$ cat config.mk
export PLATFORM = sky130hd
export DESIGN_NAME = star_scanner_flat
export DESIGN_NICKNAME = d
export VERILOG_FILES = /design/src/rtl/star_scanner_if.sv /design/src/rtl/star_scanner.sv /design/src/flat_wrapper.sv
export SDC_FILE = /design/constraint.sdc
export NUM_CORES = 1
export LEC_CHECK = 0
export CAP_MARGIN = 20
export CELL_PAD_IN_SITES_DETAIL_PLACEMENT = 0
export CELL_PAD_IN_SITES_GLOBAL_PLACEMENT = 1
export CORE_UTILIZATION = 39
export CTS_CLUSTER_DIAMETER = 200
export DETAILED_ROUTE_END_ITERATION = 8
export GPL_ROUTABILITY_DRIVEN = 0
export HOLD_SLACK_MARGIN = 0.03
export PLACE_DENSITY = 0.84
export SYNTH_ARGS = -nofsm -noshare
export SYNTH_HDL_FRONTEND = slang
export SYNTH_SLANG_ARGS = --single-unit
$ cat constraint.sdc
create_clock -name clk -period 3.65 [get_ports clk]
set_input_delay 1.095 -clock clk [delete_from_list [all_inputs] [get_ports clk]]
set_output_delay 1.095 -clock clk [all_outputs]
set_load 0.02 [all_outputs]
$ cat src/rtl/star_scanner_if.sv
// Star scanner bus: frame-buffer read port, star report handshake and scan status.
// master = scanner side, slave = frame buffer / measurement block side.
interface star_scanner_if #(
  parameter int unsigned X_SZ    = 8,
  parameter int unsigned Y_SZ    = 7,
  parameter int unsigned COL_SZ  = 3,
  parameter int unsigned ADDR_SZ = 15
);
  logic               start;
  logic [ADDR_SZ-1:0] memAddr;
  logic [COL_SZ-1:0]  pixVal;
  logic               starFound;
  logic [X_SZ-1:0]    xOut;
  logic [Y_SZ-1:0]    yOut;
  logic               measureDone;
  logic               scanDone;
  logic [7:0]         starCount;

  modport master (
    input  start, pixVal, measureDone,
    output memAddr, starFound, xOut, yOut, scanDone, starCount
  );

  modport slave (
    output start, pixVal, measureDone,
    input  memAddr, starFound, xOut, yOut, scanDone, starCount
  );
endinterface

$ cat src/rtl/star_scanner.sv
// Frame scanner: walks every pixel of a frame buffer in raster order, reports each
// bright pixel to a downstream measurement block and waits for its release.
// Optional macro STAR_EDGE_EN: report only dark-to-bright transitions within a row.
module star_scanner #(
  parameter int unsigned X_SZ      = 8,
  parameter int unsigned Y_SZ      = 7,
  parameter int unsigned X_RES     = 160,
  parameter int unsigned Y_RES     = 120,
  parameter int unsigned COL_SZ    = 3,
  parameter int unsigned ADDR_SZ   = 15,
  parameter int unsigned THRESHOLD = 0
) (
  input logic               clk,
  input logic               resetn,
  star_scanner_if.master    bus
);

  // The advance step is folded into the CHECK / WAIT_ACK exits, so it has no state.
  typedef enum logic [2:0] {
    StIdle,
    StFetch,
    StCheck,
    StFound,
    StWaitAck,
    StDone
  } state_e;

  localparam logic [X_SZ-1:0]    XLast  = X_SZ'(X_RES - 1);
  localparam logic [Y_SZ-1:0]    YLast  = Y_SZ'(Y_RES - 1);
  localparam logic [ADDR_SZ-1:0] XResA  = ADDR_SZ'(X_RES);
  localparam logic [COL_SZ-1:0]  Thresh = COL_SZ'(THRESHOLD);

  state_e          state_q, state_d;
  logic [X_SZ-1:0] x_q, x_d;
  logic [Y_SZ-1:0] y_q, y_d;
  logic [X_SZ-1:0] x_out_q, x_out_d;
  logic [Y_SZ-1:0] y_out_q, y_out_d;
  logic [7:0]      count_q, count_d;
  logic            bright;
  logic            qualified;
  logic            advance;
  logic            last_col;
  logic            last_row;
`ifdef STAR_EDGE_EN
  logic            prev_q, prev_d;
`endif

  assign bright   = bus.pixVal > Thresh;
  assign last_col = (x_q == XLast);
  assign last_row = (y_q == YLast);

`ifdef STAR_EDGE_EN
  // Column 0 always counts as preceded by a dark pixel.
  assign qualified = bright && ((x_q == '0) || !prev_q);
`else
  assign qualified = bright;
`endif

  // State and counter registers, synchronous active-low reset.
  always_ff @(posedge clk) begin
    if (!resetn) begin
      state_q <= StIdle;
      x_q     <= '0;
      y_q     <= '0;
      x_out_q <= '0;
      y_out_q <= '0;
      count_q <= '0;
`ifdef STAR_EDGE_EN
      prev_q  <= 1'b0;
`endif
    end else begin
      state_q <= state_d;
      x_q     <= x_d;
      y_q     <= y_d;
      x_out_q <= x_out_d;
      y_out_q <= y_out_d;
      count_q <= count_d;
`ifdef STAR_EDGE_EN
      prev_q  <= prev_d;
`endif
    end
  end

  // Next-state logic, including the raster advance on CHECK / WAIT_ACK exit.
  always_comb begin
    state_d = state_q;
    x_d     = x_q;
    y_d     = y_q;
    x_out_d = x_out_q;
    y_out_d = y_out_q;
    count_d = count_q;
    advance = 1'b0;
`ifdef STAR_EDGE_EN
    prev_d  = prev_q;
`endif

    unique case (state_q)
      StIdle, StDone: begin
        if (bus.start) begin
          state_d = StFetch;
          x_d     = '0;
          y_d     = '0;
          count_d = '0;
`ifdef STAR_EDGE_EN
          prev_d  = 1'b0;
`endif
        end
      end
      StFetch: state_d = StCheck;
      StCheck: begin
`ifdef STAR_EDGE_EN
        prev_d = bright;
`endif
        if (qualified) begin
          // Coordinates and count are captured on entry so they are valid with the pulse.
          state_d = StFound;
          x_out_d = x_q;
          y_out_d = y_q;
          if (count_q != 8'hff) count_d = count_q + 8'd1;
        end else begin
          advance = 1'b1;
        end
      end
      StFound:   state_d = StWaitAck;
      StWaitAck: if (bus.measureDone) advance = 1'b1;
      default:   state_d = StIdle;
    endcase

    if (advance) begin
      if (last_col) begin
        if (last_row) begin
          // Counters stay on the last pixel: no read of address 0 after the frame.
          state_d = StDone;
        end else begin
          state_d = StFetch;
          x_d     = '0;
          y_d     = y_q + Y_SZ'(1);
`ifdef STAR_EDGE_EN
          prev_d  = 1'b0;
`endif
        end
      end else begin
        state_d = StFetch;
        x_d     = x_q + X_SZ'(1);
      end
    end
  end

  // Outputs; the multiply by a constant X_RES reduces to shift-adds.
  always_comb begin
    bus.memAddr   = ADDR_SZ'(y_q) * XResA + ADDR_SZ'(x_q);
    bus.starFound = (state_q == StFound);
    bus.scanDone  = (state_q == StDone);
    bus.xOut      = x_out_q;
    bus.yOut      = y_out_q;
    bus.starCount = count_q;
  end

endmodule

$ cat src/flat_wrapper.sv
// flat-port wrapper written by rule: the top's interface ports become plain ports
module star_scanner_flat 
#(
  parameter int unsigned X_SZ      = 8,
  parameter int unsigned Y_SZ      = 7,
  parameter int unsigned X_RES     = 160,
  parameter int unsigned Y_RES     = 120,
  parameter int unsigned COL_SZ    = 3,
  parameter int unsigned ADDR_SZ   = 15,
  parameter int unsigned THRESHOLD = 0
)
  (clk, resetn, bus_start, bus_pixVal, bus_measureDone, bus_memAddr, bus_starFound, bus_xOut, bus_yOut, bus_scanDone, bus_starCount);
  star_scanner_if #(.X_SZ(X_SZ), .Y_SZ(Y_SZ), .COL_SZ(COL_SZ), .ADDR_SZ(ADDR_SZ)) bus_i ();
  input logic clk;
  input logic resetn;
  input wire logic [$bits(bus_i.start)-1:0] bus_start;
  input wire logic [$bits(bus_i.pixVal)-1:0] bus_pixVal;
  input wire logic [$bits(bus_i.measureDone)-1:0] bus_measureDone;
  output wire logic [$bits(bus_i.memAddr)-1:0] bus_memAddr;
  output wire logic [$bits(bus_i.starFound)-1:0] bus_starFound;
  output wire logic [$bits(bus_i.xOut)-1:0] bus_xOut;
  output wire logic [$bits(bus_i.yOut)-1:0] bus_yOut;
  output wire logic [$bits(bus_i.scanDone)-1:0] bus_scanDone;
  output wire logic [$bits(bus_i.starCount)-1:0] bus_starCount;
  assign bus_i.start = bus_start;
  assign bus_i.pixVal = bus_pixVal;
  assign bus_i.measureDone = bus_measureDone;
  assign bus_memAddr = bus_i.memAddr;
  assign bus_starFound = bus_i.starFound;
  assign bus_xOut = bus_i.xOut;
  assign bus_yOut = bus_i.yOut;
  assign bus_scanDone = bus_i.scanDone;
  assign bus_starCount = bus_i.starCount;
  star_scanner #(.X_SZ(X_SZ), .Y_SZ(Y_SZ), .X_RES(X_RES), .Y_RES(Y_RES), .COL_SZ(COL_SZ), .ADDR_SZ(ADDR_SZ), .THRESHOLD(THRESHOLD)) u_core (.clk(clk), .resetn(resetn), .bus(bus_i));
endmodule
# Word level (Yosys, flattened, before mapping)
# Index checks and enable logic that the tools add are counted.
[totals]
ff_bits = 41
out_inout_bits = 40
[op_classes]
n_addsub = 4
n_mul = 1
magnitude_cmp = 1
n_eq_ne = 14
mux = 23
n_reduce_logical = 6
[ops]
columns = ["cell", "n"]
rows = [
  ["8-bit two-way mux", 8],
  ["7-bit two-way mux", 5],
  ["8-bit by 1-bit adder with 8-bit output, second input constant", 2],
  ["8-bit case mux with 2 select lines", 1],
  ["15-bit by 8-bit adder with 15-bit output", 1],
  ["3-bit two-way mux", 5],
  ["3-bit case mux with 5 select lines", 1],
  ["7-bit by 3-bit multiplier with 10-bit output, second input constant", 1],
  ["8-bit == test, second input constant", 1],
  ["8-bit inequality test, second input constant", 1],
  ["7-bit by 1-bit adder with 7-bit output, second input constant", 1],
  ["7-bit == test, second input constant", 1],
  ["3-bit by 2-bit == test with 1-bit output, second input constant", 2],
  ["3-bit == test, second input constant", 2],
  ["2-bit by 1-bit inequality test with 1-bit output, second input constant", 3],
  ["4-bit AND reduction", 1],
  ["3-bit by 1-bit == test with 1-bit output, second input constant", 1],
  ["3-bit by 1-bit > comparator with 1-bit output, second input constant", 1],
  ["3-bit zero test", 1],
  ["3-bit by 1-bit inequality test with 1-bit output, second input constant", 1],
  ["3-bit by 2-bit inequality test with 1-bit output, second input constant", 1],
  ["3-bit AND reduction", 1],
  ["1-bit two-way mux", 2],
  ["2-bit inequality test, second input constant", 1],
  ["4 further kinds", 4],
]

# Longest topological paths before layout
[depth]
depth_word = 6
depth_mapped = 8

# Least setup slack after synthesis
# Ideal clock, no wire load.
[synth_timing]
path_kind = "register -> output"
startpoint = "reg u_core.y_q[3]"
endpoint = "out bus_memAddr[14]"
arrival_ns = 2.388
required_time_ns = 2.555
setup_slack_ns = 0.167
path_stages_with_launch = 8
path_buffers = 0
path_cell_list = "dfxtp_1 -> ha_1 -> ha_1 -> fa_1 -> a211oi_1 -> o21a_1 -> a22oi_1 -> o21ai_0"
[synth_between]
elab_chain_len = 2
[synth_lines]
columns = ["element", "line_no", "rtl"]
rows = [
  ["start, declared", "star_scanner.sv:35", "logic [Y_SZ-1:0] y_q, y_d;"],
  ["start signal, assigned", "star_scanner.sv:74", "y_q <= y_d;"],
  ["7-bit by 3-bit multiplier with 10-bit output", "star_scanner.sv:151", "bus.memAddr = ADDR_SZ'(y_q) * XResA + ADDR_SZ'(x_q);"],
  ["15-bit by 8-bit adder with 15-bit output", "star_scanner.sv:151", ""],
  ["end, declared", "flat_wrapper.sv:19", "output wire logic [$bits(bus_i.memAddr)-1:0] bus_memAddr;"],
]
# Every way passes these cells.

# Worst setup path in the final report
[layout_timing]
startpoint = "reg u_core.y_q[1]"
endpoint = "out bus_memAddr[13]"
# The elaborated chain is that of the path after synthesis.

==> results by group <==
STA
  • Worst setup margin: between 0.01 and 0.015 ns
  • Final Hold Viols: 0
  • Crit share post-route: 0.997
  • Minimum clock period: 3.64 ns
  • Final clock skew: 0.00498 ns
  • Final hold slack: around 0.46 ns
  • Setup TNS: 0 ns
  • Slew HR: 0.320
  • Final setup fails: 0
  • Max Freq: 275 MHz
  • Slew Limit Fails: 0
  • Slew @ Worst Pin: just over 1 ns
  • Unrepaired setup endpoints after global routing: yes

Drt
  • Vias: between 2000 and 2500
  • 1st-pass router iterations: 4
  • Post-route ant nets: 0
  • Number of DRC markers in iteration 0: 189
  • Via density per instance: 5.32
  • Total Wirelength: just under 6000 µm
  • DR WL/cell: 13.7 µm
  • DRC: 0

Logic synthesis
  • Synth Register Bits: 41
  • Async S/R FF share, synth: 0
  • Syn Std Cell Area: 2550 µm²
  • Post-Synthesis Net Count: roughly 320
  • Yosys cell types: 59
  • Sequential area share after synthesis: 0.322
  • Post-Syn Area per Cell: between 8 and 9 µm²
  • Synthesis Warnings: 0
  • Main flop type after synthesis: dfxtp_1
  • Post-synth EDFFs: 0
  • Cells after Synth: 299

Power
  • Total design power: 913 µW
  • Worst VDD drop: 0.162 mV
  • P_leak: 1.27 nW
  • Pwr Density: 282 nW/µm²

Place
  • Placed cells: 422
  • Setup WS pre-CTS: -0.269 ns
  • Buffers added on ports: 46
  • Area after DPL: 3130 µm²
  • Final HPWL DP: approximately 4400 µm

Setup path
  • CP Buf/Inv Count: 1
  • Crit path largest cell delay: 0.38 ns
  • Cell family with most CP delay: adder cells
  • Top cell by count, worst path: ha_1
  • Worst setup path class: flip-flop to output pin
  • Arr. time, crit path: between 2 and 3 ns
  • WP data required: 2.55 ns
  • CP Launch Type: flip-flop
  • CP endpoint kind: output pin
  • Largest fanout on the critical path: 3
  • Worst path slowest cell: fa_2
  • Sequence of cells on the critical path: ha_1 > ha_1 > fa_2 > a211oi_4 > o21bai_1 > o21a_1 > o2111ai_1 > xor3_1 > buf_2

Global route
  • Overall Global Routing Usage: 0.174
  • Number of global-route vias before repair: 2047
  • Grt total ovfl: 0
  • Most used routing layer: met2
  • Met1 Use GR: 0.245
  • M3 GR Usage: 0.0308
  • Largest net degree at the start of global routing: 21
  • Antenna violations before repair: 0
  • Met2 global-route usage: 0.270
  • First-pass GRT wire length: 9830 µm

Die
  • Die height: 82.9 µm
  • Die area: 6870 µm²
  • FP Rows: 29
  • Core Region: approximately 6300 µm²
  • Io pins: 47
  • Die width: between 80 and 90 µm
  • Effective utilization at floorplan: 0.404

Final layout
  • Non-Filler Instances: 431
  • Area Overhead vs Synth: 26.9%
  • Layout cells sized above 1: 0.138
  • Most frequent cells in the layout: nand2_1, dfxtp_1, clkdlybuf4s50_1
  • Core Util, Final: 0.513
  • Fin nets: approximately 380
  • Finished Cell Area: 3240 µm²
  • Most common cell after layout, fill and taps aside: nand2_1
  • FILL cells: 628
  • # diodes: 0

Clocking
  • Insertion delay to the later sink of the worst-skew pair: 0.29 ns
  • Clk sink count: 41
  • CTS tree: built
  • CTS clk-pin slew, worst paths: 0.08 ns
  • Clock buffer depth: 2
  • Root Buffer: clkbuf_8
  • Num CTS Buffers: 5
  • Max H-tree Level: 2
  • Post-CTS Hold Buffers: 0

Hold path
  • HP Class: flip-flop to flip-flop

Run status
  • Status: finished clean

Run
  • MaxCap Viol Count: 0
[synth_stat cells, types with 2 or more instances]
cell | number | area, µm²
buf_2 | 5 | 25.0
a21boi_0 | 17 | 128
and3_1 | 2 | 12.5
or2_2 | 2 | 12.5
nand4_1 | 5 | 31.3
and2_1 | 4 | 25.0
a21oi_1 | 8 | 40.0
o21a_1 | 3 | 22.5
o21ai_1 | 2 | 10.0
or4_1 | 4 | 30.0
o21ai_0 | 13 | 65.1
nand4b_1 | 2 | 17.5
nand2b_1 | 3 | 18.8
a21o_1 | 2 | 15.0
nor2b_1 | 4 | 25.0
nor3b_1 | 2 | 15.0
xor2_1 | 5 | 43.8
nand3_1 | 11 | 55.1
xnor2_1 | 8 | 70.1
and4_1 | 3 | 26.3
nor3_1 | 6 | 30.0
inv_1 | 7 | 26.3
dfxtp_1 | 41 | 821
o31ai_1 | 2 | 15.0
ha_1 | 16 | 200
clkbuf_1 | 5 | 18.8
nor2_1 | 21 | 78.8
nand2_1 | 53 | 199
fa_1 | 2 | 40.0
buf_4 | 6 | 45.0
o2111ai_1 | 5 | 43.8
o21bai_1 | 2 | 15.0
and4b_1 | 2 | 20.0
[where the power goes]
part           switching, mW  total, mW  internal (mW)  leakage [nW]
clock                  0.158      0.290          0.133        0.0450
combinational         0.0954      0.150         0.0544         0.894
sequential            0.0186      0.473          0.455         0.331
total                  0.272      0.913          0.642          1.27
[area by class of cell]
class | count | area [µm²] | share of cell area
multi-input combinational | 234 | 1630 | 0.505
tap | 77 | 96.3 | 0.0298
sequential | 41 | 821 | 0.254
timing repair buffer | 64 | 577 | 0.178
clock inverter | 2 | 10.0 | 0.00309
inverter | 7 | 26.3 | 0.00812
clock buffer | 6 | 72.6 | 0.0224
[path summary, 6_finish.rpt]
path	startpoint	end	slack [ns]	cells past startpoint
setup / recovery	u_core.y_q[1]$_SDFF_PN0_	bus_memAddr[13]	0.01	9
setup reg to reg	u_core.state_q[0]$_SDFFE_PN0P_	u_core.y_q[2]$_SDFF_PN0_	1.10	5
hold / removal	u_core.bus.yOut[6]$_SDFFE_PN0P_	u_core.bus.yOut[6]$_SDFFE_PN0P_	0.46	2
hold reg to reg	u_core.bus.yOut[6]$_SDFFE_PN0P_	u_core.bus.yOut[6]$_SDFFE_PN0P_	0.46	2
[worst min-delay path, cell delays in order, from the launching register on]
cell and delay, ns:
dfxtp_1 0.31, nand2_1 0.05, a21boi_0 0.06
[registers in the layout, indices dropped and copies added, names as in the netlist]
signal,cells
u_core.x_q,8
u_core.bus.yOut,7
u_core.bus.xOut,8
u_core.y_q,7
u_core.state_q,3
u_core.bus.starCount,8
[what timing repair did]
item                       4_1_cts  5_1_grt
buffers inserted                 0        1
hold endpoints to repair         0        0
pin swaps                        1        1
resized for setup               24        4
setup endpoints to repair        5        5
[cells by family after synthesis]
kind of cell               Yosys count  synth area share
AOI/OAI and AO/OA                   70             0.208
xor gates and xnor gates            14            0.0540
adders and majority gates           18            0.0942
buffers and inverters               24            0.0496
DFF                                 41             0.322
muxes                                1           0.00393
and+or+nand+nor                    131             0.268
[per-layer routing]
layer  vias to the layer above  share of wire
met3                         6          0.044
met1                      1069           0.49
met2                        48           0.46
met5                         -              0
met4                         0          0.010
li1                       1172              -
No activity file was read; power rests on OpenSTA's default activity.
==> RTL edit 1 (same flow settings) <==
`Y_SZ` is set to 7 in 3 places; all go to 14.
--- a/src/rtl/star_scanner_if.sv
+++ b/src/rtl/star_scanner_if.sv
@@ -2,7 +2,7 @@
 // master = scanner side, slave = frame buffer / measurement block side.
 interface star_scanner_if #(
   parameter int unsigned X_SZ    = 8,
-  parameter int unsigned Y_SZ    = 7,
+  parameter int unsigned Y_SZ    = 14,
   parameter int unsigned COL_SZ  = 3,
   parameter int unsigned ADDR_SZ = 15
 );
--- a/src/rtl/star_scanner.sv
+++ b/src/rtl/star_scanner.sv
@@ -3,7 +3,7 @@
 // Optional macro STAR_EDGE_EN: report only dark-to-bright transitions within a row.
 module star_scanner #(
   parameter int unsigned X_SZ      = 8,
-  parameter int unsigned Y_SZ      = 7,
+  parameter int unsigned Y_SZ      = 14,
   parameter int unsigned X_RES     = 160,
   parameter int unsigned Y_RES     = 120,
   parameter int unsigned COL_SZ    = 3,
--- a/src/flat_wrapper.sv
+++ b/src/flat_wrapper.sv
@@ -2,7 +2,7 @@
 module star_scanner_flat 
 #(
   parameter int unsigned X_SZ      = 8,
-  parameter int unsigned Y_SZ      = 7,
+  parameter int unsigned Y_SZ      = 14,
   parameter int unsigned X_RES     = 160,
   parameter int unsigned Y_RES     = 120,
   parameter int unsigned COL_SZ    = 3,
Interface: changed (resized bus_yOut); port bits go from 47 to 54. The function was not compared with the original's and may differ.
==> RTL edit 1 against the unedited design <==
- the flow now finishes with violations (negative setup slack)
- critical path type unchanged
- setup slack worse by 0.019 ns
- total power is 31% higher
- die area is 22% higher
- sequential cell count is 14 higher
- fmax is 0.53% lower
- design area is 30% higher
- area after synthesis is 23% higher
- routed wire length is 28% higher
==> RTL edit 1: results (changes against the unedited design) <==
Place
  – Placed cells: 544 (+29%)
  – Post-DP Area: 0.00393 mm^2 (+25%)
  – Port buffer count: 53 (+15%)
  – Placed wire-length estimate: 5420 um (+24%)

Run status
  – Outcome: complete, but fails checks
  – Failing checks: negative setup slack

STA
  – Worst hold slack: 0.460 ns (-0.00380 ns)
  – Final worst slack: -0.00696 ns (-0.0194 ns)
  – Setup_tns: -0.00696 ns (-0.00696 ns)
  – Final Hold Vio Count: 0 (unchanged)
  – Slew @ Worst Pin: 0.829 ns (-0.188 ns)
  – Skew final: 0.0101 ns (+0.00516 ns)
  – Setup violators final: 1 (+1)

Critical path
  – R2r endpoint: u_core.bus.starCount[1]$_SDFFE_PN0P_
  – Worst Path Max Fanout: 4 (+1)
  – Reg2reg start: u_core.state_q[1]$_SDFFE_PN0P_
  – Reg2Reg Depth: 5 (unchanged)
  – Worst EP arrival: 2.56 ns (+0.02 ns)
  – R2R Setup Slk: 1.33 ns (+0.23 ns)

Yosys
  – Post-synthesis sequential area ratio: 35.1% (+3.0 points)
  – Top cells by instance count after synthesis: nand2_1 (59), dfxtp_1 (55), a21oi_1 (38), nor2_1 (23), ha_1 (19)
  – Post-synthesis cell count: 379 (+27%)
  – Cell variety after synth: 55 (-6.8%)
  – Syn nets: 407 (+26%)
  – Most used DFF post-synth: dfxtp_1
  – Synth area leaders: dfxtp_1 (35%), ha_1 (7.6%), nand2_1 (7.1%)
  – Yosys warns: 0 (unchanged)
  – Post-synth ARST share: 0% (unchanged)

Worst hold path
  – Hold Path End: u_core.bus.xOut[3]$_SDFFE_PN0P_
  – Hold WC Path Type: register to register
  – Hold Path Origin: u_core.bus.xOut[3]$_SDFFE_PN0P_
  – Hold depth: 2 (unchanged)

Routing
  – Drt pass-1 iters: 4 (unchanged)
  – Drt drc: 0 (unchanged)
  – Total number of vias: 2926 (+27%)
  – Initial DRC count: 138 (-27%)
  – Wire per inst: 13.6 um (-0.94%)

Finish
  – Ant diodes: 0 (unchanged)
  – Nets: 482 (+28%)
  – Fraction of layout cells with a size suffix above 1: 18.2% (+4.4 points)
  – Non-filler cells, final: 557 (+29%)

Clock tree
  – Clk buf depth: 2 (unchanged)
  – Clock transition at path regs: 0.09 ns
  – H-tree lvl count: 2 (unchanged)
  – Worst-Skew Late Latency: 0.31 ns (+0.02 ns)
  – CTS buffer count: 5 (unchanged)
  – Root buffer cell: clkbuf_8

GRT
  – Total Routing Usage GR: 18.7% (+1.3 points)
  – Pin count of the biggest net entering global routing: 23 (+9.5%)
  – First-pass GRT wire length: 12900 um (+31%)
  – Initial antenna violation count: 0 (unchanged)
  – Vias in the first global route: 2822 (+38%)

Power
  – Peak VDD IR: 0.217 mV (+34%)
  – P_leak: 1.55 nW (+22%)
==> RTL edit 1: metrics by stage <==
step | power (mW) | setup WS (ns)
2_1_floorplan | 0.751 | 0.0590
3_3_place_gp | 0.800 | -0.238
3_5_place_dp | 0.802 | -0.304
4_1_cts | 1.21 | -0.0383
5_1_grt | 1.25 | -0.185
6_report | 1.20 | -0.00696
==> RTL edit 1: critical path: stages, from the launching register on <==
cell and delay [ns]:
dfxtp_4 0.37, ha_4 0.27, ha_4 0.13, inv_2 0.04, fa_2 0.47, nor4b_4 0.32, nor2b_4 0.22, nand4_1 0.12
xnor2_1 0.17, buf_4 0.16
==> RTL edit 1: cells by family (layout without fill, tap and decap cells) <==
| kind of cell | after synthesis | count (layout) | synth area share, % |
|---|---|---|---|
| AO/OA/AOI/OAI | 83 | 83 | 17.5 |
| XOR/XNOR | 24 | 24 | 6.71 |
| adder cells (fa/ha/maj) | 21 | 21 | 8.87 |
| buffers and inverters | 38 | 114 | 5.35 |
| flip-flops | 55 | 55 | 35.1 |
| multiplexers | 4 | 4 | 1.32 |
| AND/OR/NAND/NOR | 154 | 154 | 25.1 |
==> RTL edit 1: routing by layer <==
layer	vias to the layer above	wire, um	GRT usage [%]
met3	11	311	2.74
met1	1358	3600	24.5
met5	-	0	0
li1	1498	-	-
met4	0	109	5.42
met2	59	3550	31.8
==> RTL edit 1: layout make-up <==
class / count / area, um^2
Fill cell: 725 / 3550
Multi-Input combinational cell: 286 / 2010
Sequential cell: 55 / 1110
Timing Repair Buffer: 92 / 806
Tap cell: 102 / 128
Clock buffer: 5 / 68.8
Inverter: 14 / 52.6
Clock inverter: 3 / 43.8
==> RTL edit 1: worst max-delay path by stage <==
stage / start / endpoint / slack [ns] / cells past startpoint
6_report: u_core.y_q[3]$_SDFF_PN0_ / bus_memAddr[14] / -0.007 / 9
5_1_grt: u_core.y_q[3]$_SDFF_PN0_ / bus_memAddr[14] / -0.19 / 9
4_1_cts: u_core.y_q[3]$_SDFF_PN0_ / bus_memAddr[14] / -0.04 / 8
3_5_place_dp: u_core.y_q[3]$_SDFF_PN0_ / bus_memAddr[14] / -0.30 / 9
3_3_place_gp: u_core.y_q[3]$_SDFF_PN0_ / bus_memAddr[14] / -0.24 / 9
2_1_floorplan: u_core.y_q[1]$_SDFF_PN0_ / bus_memAddr[14] / 0.06 / 8
==> RTL edit 1: what timing repair did <==
item | in CTS | in global routing
endpoints found under the setup margin | 6 | 5
buffers inserted | 4 | 1
pin swaps | 2 | 8
resized for setup | 30 | 24
==> RTL edit 1: power by group <==
part	internal, mW	switching [mW]
sequential	0.607	0.0211
combinational	0.0569	0.102
clock	0.205	0.206
total	0.869	0.330
==> RTL edit 2 (config.mk and constraints unchanged) <==
Without the edit above. Take the reset off `x_q` and `y_q` and load them in a clocked block of their own.
--- a/src/rtl/star_scanner.sv
+++ b/src/rtl/star_scanner.sv
@@ -60,8 +60,6 @@
   always_ff @(posedge clk) begin
     if (!resetn) begin
       state_q <= StIdle;
-      x_q     <= '0;
-      y_q     <= '0;
       x_out_q <= '0;
       y_out_q <= '0;
       count_q <= '0;
@@ -70,8 +68,6 @@
 `endif
     end else begin
       state_q <= state_d;
-      x_q     <= x_d;
-      y_q     <= y_d;
       x_out_q <= x_out_d;
       y_out_q <= y_out_d;
       count_q <= count_d;
@@ -79,6 +75,11 @@
       prev_q  <= prev_d;
 `endif
     end
+  end
+
+  always_ff @(posedge clk) begin
+    x_q <= x_d;
+    y_q <= y_d;
   end
 
   // Next-state logic, including the raster advance on CHECK / WAIT_ACK exit.
Behaviour: differs if resetn is asserted again (counterexample within 4 cycles, from zero or initial values and one cycle with resetn low); with resetn held inactive, the same outputs for 10 cycles.
==> RTL edit 2 against the unedited design <==
- cell count is 4.4% lower
- die area is 3.1% lower
- area after synthesis is 3.2% lower
- synthesized cell count is 6.0% lower
- largest cell class unchanged
- total power is 3.3% higher
- largest power group unchanged
- non-clock buffer count is 1 lower
- routed wire length is 7.8% lower
- combinational power is 10% higher
- sequential cell count stayed put
- design area is 2.4% lower
- via count is 5.4% lower
- setup slack better by 0.048 ns
==> RTL edit 2: results (changes against the unedited design) <==
Run status
  – Outcome: finished, final reports clean

Yosys
  – Post-synthesis sequential area ratio: 33.2% (+1.1 points)
  – Cell variety after synth: 57 (-3.4%)
  – Most used DFF post-synth: dfxtp_1
  – Syn nets: 306 (-5.6%)
  – Yosys warns: 0 (unchanged)
  – Top cells by instance count after synthesis: nand2_1 (50), dfxtp_1 (41), ha_1 (16), nor2_1 (16), a21boi_0 (15)
  – Post-synth ARST share: 0% (unchanged)
  – Synth area leaders: dfxtp_1 (33%), ha_1 (8.1%), nand2_1 (7.6%)

STA
  – Slew @ Worst Pin: 0.665 ns (-0.353 ns)
  – Final Hold Vio Count: 0 (unchanged)
  – Skew final: 0.00840 ns (+0.00342 ns)
  – Worst hold slack: 0.466 ns (+0.00201 ns)
  – Slew Limit Fails: 0 (unchanged)

Clock tree
  – Number of setup buffers added after CTS: 0 (unchanged)
  – Worst-Skew Late Latency: 0.30 ns
  – Clock transition at path regs: 0.08 ns (about the same)
  – Root buffer cell: clkbuf_8
  – H-tree lvl count: 2 (unchanged)
  – Clk buf depth: 2 (unchanged)
  – CTS buffer count: 5 (unchanged)

Critical path
  – Worst EP arrival: 2.49 ns (-0.05 ns)
  – Critical path's top delay family: adder cells
  – Crit-path max cell delay: 0.37 ns
  – Reg2Reg Depth: 6 (+1)
  – R2R Setup Slk: 1.58 ns (+0.48 ns)
  – Critical path launch point type: register
  – Worst Path Max Fanout: 3 (unchanged)
  – Reg2reg start: u_core.x_q[0]$_DFF_P_
  – CP max stage cell: fa_2
  – R2r endpoint: u_core.y_q[0]$_DFF_P_

Place
  – Worst slack, placed: -0.261 ns (+0.00784 ns)
  – Placed wire-length estimate: 4080 um (-6.7%)
  – Port buffer count: 46 (unchanged)

Routing
  – Drt pass-1 iters: 4 (unchanged)
  – Total number of vias: 2171 (-5.4%)
  – Initial DRC count: 80 (-58%)
  – Final wirelength: 5450 um (-7.8%)

Worst hold path
  – Hold Path End: u_core.bus.xOut[1]$_SDFFE_PN0P_
  – Hold Path Origin: u_core.bus.xOut[1]$_SDFFE_PN0P_
  – Hold depth: 2 (unchanged)
  – Hold WC Path Type: register to register

Power
  – P_leak: 1.23 nW (-3.0%)
  – Peak VDD IR: 0.270 mV (+67%)

GRT
  – Vias in the first global route: 1938 (-5.3%)
  – Pin count of the biggest net entering global routing: 25 (+19%)
  – Total Routing Usage GR: 17.8% (+0.42 points)
  – Global route overflow: 0 (unchanged)
  – First-pass GRT wire length: 9100 um (-7.4%)
  – Initial antenna violation count: 0 (unchanged)

Finish
  – Fraction of layout cells with a size suffix above 1: 14.8% (+0.99 points)
  – Ant diodes: 0 (unchanged)
  – Nets: 361 (-4.5%)
==> RTL edit 2: changes by cell type after synthesis, sizes merged, moves of 3 or more <==
cell / change
nor2b: -3
o21ai: -4
xnor2: +4
nand3: +3
nor2: -4
nor3: -3
==> RTL edit 2: how the worst max path moves through the flow <==
stage | startpoint | to | slack (ns) | depth (start not counted)
2_1_floorplan | u_core.y_q[3]$_DFF_P_ | bus_memAddr[14] | 0.14 | 7
3_3_place_gp | u_core.y_q[1]$_DFF_P_ | bus_memAddr[13] | -0.18 | 9
3_5_place_dp | u_core.y_q[1]$_DFF_P_ | bus_memAddr[13] | -0.26 | 9
4_1_cts | u_core.y_q[1]$_DFF_P_ | bus_memAddr[13] | -0.02 | 9
5_1_grt | u_core.y_q[1]$_DFF_P_ | bus_memAddr[13] | -0.08 | 9
6_report | u_core.y_q[1]$_DFF_P_ | bus_memAddr[13] | 0.06 | 9
==> RTL edit 2: layout make-up <==
type	count	area [um^2]
fill	592	2870
tap	75	93.8
clock buffer	5	68.8
inverter	6	22.5
timing repair buffer	63	568
sequential	41	821
clock inverter	3	17.5
multi-input combinational	219	1570
==> RTL edit 2: logic make-up after synthesis <==
| kind of cell | share of synthesized area, % |
|---|---|
| muxes | 0.862 |
| buffers and inverters | 4.71 |
| xor gates and xnor gates | 6.64 |
| AOI/OAI and AO/OA | 20.5 |
| and+or+nand+nor | 24.3 |
| adders and majority gates | 9.73 |
| DFF | 33.2 |
==> RTL edit 2: metrics by stage <==
| stage | util, % | power (mW) | std cells | area, um^2 |
|---|---|---|---|---|
| after floorplan | - | 0.622 | 281 | 2470 |
| after detailed placement | 50.7 | 0.661 | 404 | 3060 |
| after CTS | 52.0 | 0.954 | 412 | 3130 |
| after global placement | 50.7 | 0.659 | 404 | 3060 |
| final | 52.4 | 0.944 | 412 | 3160 |
| after global routing | 52.4 | 0.998 | 412 | 3160 |
==> RTL edit 2: metal layers <==
metal  up-vias  track usage, %  part of all wire [%]
met1      1020            24.0                    49
met3         7            3.44                   2.4
met5         -               0                     0
met4         0            5.36                   1.2
met2        29            28.5                    48
li1       1115               -                     -
==> RTL edit 2: where the power goes <==
group          switching (mW)  internal (mW)
combinational           0.100         0.0643
sequential             0.0280          0.458
clock                   0.161          0.132
total                   0.289          0.654
==> RTL edit 2: worst register-to-register path, stage by stage (launching register included) <==
cell	delay, ns
dfxtp_1	0.47
ha_1	0.27
and4_1	0.26
nand3_1	0.22
nor3b_2	0.33
nor2_1	0.14
mux2_2	0.29
==> RTL edit 2: what timing repair did <==
item / in CTS / in global routing
pin swaps: 3 / 2
setup endpoints to repair: 6 / 5
gates resized for setup: 22 / 8
